==> src/rtl/hdb3_decoder.sv <==
// -----------------------------------------------------------------------------
// hdb3_decoder
//
// Receive-side HDB3 decoder. Takes one bipolar symbol per accepted cycle and
// restores the NRZ bit stream. Substitution pulses are recognised as
// polarity violations (V). V itself decodes as 0. The companion B pulse
// three symbols earlier is removed while it is still inside a 4-symbol
// alignment buffer. Every decoded bit therefore leaves with a fixed latency
// of four accepted symbols. The block also flags coding violations.
//
// Ports:
//   clk         system clock, all logic on the rising edge
//   rst         synchronous, active-high reset
//   in_valid    a symbol is presented on code_in this cycle
//   code_in     bipolar symbol: 00 = 0, 01 = +1, 11 = -1, 10 = illegal
//   data_out    decoded NRZ bit, qualified by data_valid
//   data_valid  data_out carries a decoded bit this cycle
//   code_err    one-cycle pulse after a symbol that violates the line code
// -----------------------------------------------------------------------------
module hdb3_decoder (
    input  logic       clk,
    input  logic       rst,
    input  logic       in_valid,
    input  logic [1:0] code_in,
    output logic       data_out,
    output logic       data_valid,
    output logic       code_err
);

    // Alignment buffer: bit 0 is the newest symbol, bit 3 the oldest.
    logic [3:0] d;
    logic [3:0] v;

    // Polarity history and zero-run tracking.
    logic       last_pol;
    logic       have_pol;
    logic [1:0] zrun;

    // Per-symbol classification of the symbol on code_in.
    logic pulse;
    logic pol;
    logic is_v;
    logic is_zero;
    logic bit_dec;
    logic err_next;

    // Classify the incoming symbol. A pulse with the same polarity as the
    // previous pulse is a violation (V). The very first pulse after reset
    // has no history, so it is always taken as a mark. The illegal code 10
    // counts as a zero for decoding and for the zero-run check.
    always_comb begin
        pulse    = 1'b0;
        pol      = 1'b0;
        is_v     = 1'b0;
        is_zero  = 1'b0;
        bit_dec  = 1'b0;
        err_next = 1'b0;

        pulse   = (code_in == 2'b01) || (code_in == 2'b11);
        pol     = code_in[1];
        is_zero = ~pulse;
        is_v    = pulse & have_pol & (pol == last_pol);
        bit_dec = pulse & ~is_v;

        // Three causes of a violation share one error pulse: an illegal
        // code, a fourth zero in a row, and a V whose two preceding symbols
        // are not both zero.
        err_next = (code_in == 2'b10)
                 | (is_zero & (zrun == 2'd3))
                 | (is_v & (d[0] | d[1]));
    end

    // Symbol-rate state. Everything advances only on accepted symbols.
    // On a V, the entry moving into the last stage is the symbol three
    // positions earlier. That is the B (or 0) slot of the substitution, so
    // it is forced to 0 on its way out.
    always_ff @(posedge clk) begin
        if (rst) begin
            d          <= 4'b0000;
            v          <= 4'b0000;
            last_pol   <= 1'b0;
            have_pol   <= 1'b0;
            zrun       <= 2'd0;
            data_out   <= 1'b0;
            data_valid <= 1'b0;
            code_err   <= 1'b0;
        end else if (in_valid) begin
            d          <= {(is_v ? 1'b0 : d[2]), d[1], d[0], bit_dec};
            v          <= {v[2:0], 1'b1};
            data_out   <= d[3];
            data_valid <= v[3];
            code_err   <= err_next;
            if (pulse) begin
                last_pol <= pol;
                have_pol <= 1'b1;
                zrun     <= 2'd0;
            end else if (zrun != 2'd3) begin
                zrun <= zrun + 2'd1;
            end
        end else begin
            data_valid <= 1'b0;
            code_err   <= 1'b0;
        end
    end

endmodule

==> config.mk <==
export PLATFORM = sky130hd
export DESIGN_NAME = hdb3_decoder
export DESIGN_NICKNAME = d
export VERILOG_FILES = /design/src/rtl/hdb3_decoder.sv
export SDC_FILE = /design/constraint.sdc
export NUM_CORES = 1
export LEC_CHECK = 0
export BUFFER_PORTS_ARGS = -buffer_cell sky130_fd_sc_hd__buf_2
export CAP_MARGIN = 40
export CORE_AREA = 2 2 39 41
export DETAILED_ROUTE_END_ITERATION = 6
export DIE_AREA = 0 0 41 43
export GPL_TIMING_DRIVEN = 0
export MAX_ROUTING_LAYER = met4
export SYNTH_ARGS = -nofsm -noshare
export SYNTH_HDL_FRONTEND = slang
export SYNTH_SLANG_ARGS = --single-unit
==> constraint.sdc <==
create_clock -name clk -period 1.1 [get_ports clk]
set_input_delay 0.22 -clock clk [delete_from_list [all_inputs] [get_ports clk]]
set_output_delay 0.22 -clock clk [all_outputs]
set_load 0.03 [all_outputs]
Word level (Yosys, flattened, before mapping)
Cells that the tools add are included.

Register bits after elaboration: 15. Input port bits: 5. Output and inout bits: 3. Logic and storage cells: 34.

Add/sub/neg operators: 1. Eq/ne operators: 6. Mux-type cells: 3. Bitwise gates (word level): 11. Reduce and logical (&&, ||, !) cells: 5.

Operators with widths (count): 2-bit equality test, second input constant (3); 1-bit bitwise AND (5); 2-bit 2-to-1 mux (2); 2-bit AND reduction (2); 1-bit inverter (3); 1-bit bitwise OR (3); 2-bit by 1-bit adder with 2-bit output, second input constant (1); 2-bit by 1-bit equality test with 1-bit output, second input constant (1); 2-bit inequality test, second input constant (1); 2-bit nonzero test (1); 2-bit OR reduction (1); 1-bit equality test (1); 1-bit logical OR (1); 1-bit 2-to-1 mux (1).

Depth between registers and ports, before layout
Depth in word-level cells: 6. Mapped depth: 4. Mapped depth without buffers: 4.

Worst setup path before layout
OpenSTA, ideal clock, no wires.

Path kind: register -> register. Start: register zrun[0]. End: register zrun[0]. Setup time: 0.070 ns. Arrival time: 1.023 ns. Slack: 0.008 ns. Cell stages (with the launch flop): 4. Buffers on the path: 0. Period minus slack after synthesis: 1.092 ns. Cell sequence: dfxtp_1 > ha_1 > or4_1 > a21oi_1.

Cells in the longest elaborated chain, start to end: 3. Elaborated cells between the ends (all ways): 6. Those cells by class: add/sub: 1; eq/ne: 1; mux: 2; reduce/logical: 2.

Ends and longest elaborated chain: from (decl) (RTL line 37) `logic [1:0] zrun;`; from (signal assigned) (RTL line 98) `zrun <= zrun + 2'd1;`; 2-bit by 1-bit adder with 2-bit output / 2-bit inequality test (equally long branches) (RTL line 98, 97); 2-bit 2-to-1 mux / 2-bit nonzero test (equally long branches); 2-bit 2-to-1 mux / 2-bit AND reduction (equally long branches).

Parallel ways exist; a longest one is shown, timed or not. The select of a mux whose other input is x is not followed. A chain may end at the register's enable or synchronous reset.

Worst setup path in the final report
Same ends and word-level chain as after synthesis.

==> key figures <==
Outcome
  • Status: complete, no violations

Logic synthesis
  • FFs w/ async S/R, synth: 0%
  • Synth Flop Type: dfxtp_1
  • Most instantiated cells after synthesis: dfxtp_1, nor2_1, a21oi_1, mux2i_1, nand2_1
  • Leading post-synthesis cells by cell area: dfxtp_1, mux2i_1, nor2_1
  • Most numerous cell in the Yosys netlist: dfxtp_1
  • Share of the synthesized area in the top cell type: 53.69%
  • Register area share after synthesis: 53.69%
  • Post-synth EDFFs: 0
  • Netlist cell types: 19
  • Cell taking the most area after synthesis: dfxtp_1
  • Mapped Cells: 60
  • Synthesized area per cell: 9.321 sq um
  • Synthesis-stage register bit count: 15
  • Synth Net Count: 66
  • Synth warnings: 0
  • Post-Syn Area: 559.3 sq um

STA
  • Final setup violation count: 0
  • Post-route clock skew: 0.003255 ns
  • Slew margin rel.: 73.27%
  • Worst-margin pin slew: 0.4009 ns
  • Period utilization: 99.62%
  • RSZ-0062 raised after global routing: yes
  • Fin. Hold Viols: 0
  • Max-slew violations: 0
  • F_max: 0.9125 GHz
  • Minimum clock period: 1.096 ns

Routing
  • Initial DRC count: 8
  • Routed WL per cell: 11.68 microns
  • 1st-pass router iterations: 4
  • Via density: 4.989
  • Routed Antenna Nets: 0
  • Routed via count: 434
  • Post-Route WL: 1016 microns
  • Drt drc: 0

Pwr
  • Sw Share: 24.65%
  • Peak VDD IR: 0.8406 mV
  • Clk pwr share: 32.2%
  • Cell Int Power: 0.7310 mW
  • Combinational share of power: 8.7%
  • Tot Pwr: 0.9701 mW
  • Part of the power in registers: 59.1%
  • Pleak: 0.2775 nW
  • Pwr dens: 1447 mW/mm^2
  • Net Sw Power: 0.2391 mW

Setup path
  • CP Capture Type: flip-flop
  • CP max FO: 4
  • R2R setup slack: 0.004 ns
  • Critical path startpoint category: flip-flop
  • Critical path required time: 1.31 ns
  • Crit path DAT: 1.31 ns
  • Setup CP Type: reg2reg

Global route
  • First-pass GRT wire length: 1773 microns
  • Antenna violations before repair: 0
  • Largest net degree at the start of global routing: 11
  • Overflow after GRT: 0
  • GRT Total Usage: 15.98%
  • Vias in the first global route: 423

Flow run
  • Max Cap Violations: 0

Floorplanning
  • Num rows: 14
  • Initial core utilization: 40.42%
  • Die Wd: 41 microns
  • Top Ports: 8
  • Die Area: 0.001763 sq mm
  • Chip height: 43 microns
  • Core Region: 0.001384 sq mm

Placed design
  • GPL Wtd Cong: 0.7723
  • Port bufs: 7
  • DP Area: 614.3 sq um
  • Dpl hpwl: 697.1 microns

Finish
  • Nets: 78
  • Register area: 304.0 sq um
  • Area of the multi-input gates: 271.5 sq um
  • Antenna Diode Count: 0
  • Synth-to-Final Area Change: 19.91%
  • Share of cells above drive strength 1: 26.76%
  • Fillcell total: 143
  • Final instance area: 670.6 sq um

Clock tree
  • Reg clk slew, reported paths: 0.09 ns
  • Hold buffer count at cts: 0
  • Clk Latency, worst-skew pair: 0.28 ns
  • CTS buffer count: 3
  • Post-CTS setup buffer count: 0
  • Sink Count: 15
  • Root Buffer: clkbuf_4
  • Htree depth: 1
  • CTS tree: built
  • Max Root-Sink Buffers: 2

Hold path
  • Worst hold path type: in2reg
==> power groups by stage <==
stage	Clock, mW	Combinational, mW	Sequential (mW)
2_1_floorplan	0	0.0504	0.584
3_3_place_gp	0	0.0792	0.583
3_5_place_dp	0	0.0789	0.584
4_1_cts	0.331	0.0817	0.573
5_1_grt	0.348	0.0974	0.577
6_report	0.312	0.0840	0.574
==> through the flow <==
stage | setup TNS, ns | worst slack [ns] | utilization, % | hold WS [ns] | cells
2_1_floorplan | 0 | 0.007685 | - | 0.2891 | 60
3_3_place_gp | -0.03341 | -0.03341 | 44.39 | 0.4505 | 83
3_5_place_dp | -0.06542 | -0.05978 | 44.39 | 0.4599 | 83
4_1_cts | -0.003834 | -0.003834 | 47.83 | 0.1643 | 87
5_1_grt | -0.04218 | -0.04069 | 48.46 | 0.1811 | 87
6_report | 0 | 0.004156 | 48.46 | 0.1798 | 87
==> registers in the layout, indices dropped and copies added, names as in the netlist <==
| register | count |
|---|---|
| zrun | 2 |
| data_out | 1 |
| last_pol | 1 |
| have_pol | 1 |
| d | 4 |
| data_valid | 1 |
| code_err | 1 |
| v | 4 |
==> path summary, 6_finish.rpt <==
path	from	end	cells after the start
max	zrun[0]	zrun[0]	3
min	rst	zrun[1]	2
max reg2reg	zrun[0]	zrun[0]	3
min reg2reg	d[3]	d[3]	2
==> cell families after synthesis <==
kind of cell               share of synthesized area [%]
xor gates and xnor gates                           1.566
adders and majority gates                          2.237
buffers and inverters                              2.235
DFF                                                53.69
muxes                                              10.74
and+or+nand+nor                                    17.90
AOI/OAI and AO/OA                                  11.63
==> critical path: stages, from the launching register on <==
cell     delay [ns]
dfxtp_2        0.35
ha_4           0.16
or4_1          0.39
a21oi_1        0.13
==> cell type report <==
class | count | share of cell area [%]
Sequential cell | 15 | 45.34
Clock buffer | 3 | 3.358
Multi-Input combinational cell | 42 | 40.49
Timing Repair Buffer | 7 | 5.224
Buffer | 2 | 1.306
Clock inverter | 1 | 0.7463
Tap cell | 16 | 2.985
Inverter | 1 | 0.5597
==> layout by cell type, fill, tap and decap left out, types with 2 or more instances in the layout <==
cell type / Yosys / final
o21ai_0: 2 / 2
buf_2: 1 / 8
dfxtp_2: 0 / 3
mux2i_1: 6 / 6
dfxtp_1: 15 / 12
a21oi_1: 6 / 6
nor2_1: 12 / 12
clkbuf_4: 0 / 3
nand3_1: 2 / 2
nand2_1: 5 / 5
==> timing repair <==
action | in CTS | in global routing
gates resized for setup | 5 | 2
pin swaps | 2 | 3
hold endpoints to repair | 0 | 0
endpoints found under the setup margin | 2 | 2
==> metal layers <==
| metal | wire [microns] | vias up | track usage [%] | part of all wire, % |
|---|---|---|---|---|
| met1 | 539 | 201 | 21.12 | 53 |
| li1 | - | 226 | - | - |
| met3 | 24 | 2 | 3.141 | 2.4 |
| met4 | 15 | 0 | 14.00 | 1.5 |
| met2 | 436 | 5 | 19.69 | 43 |
| met5 | 0 | - | - | 0 |
(Power assumes the default switching activity.)
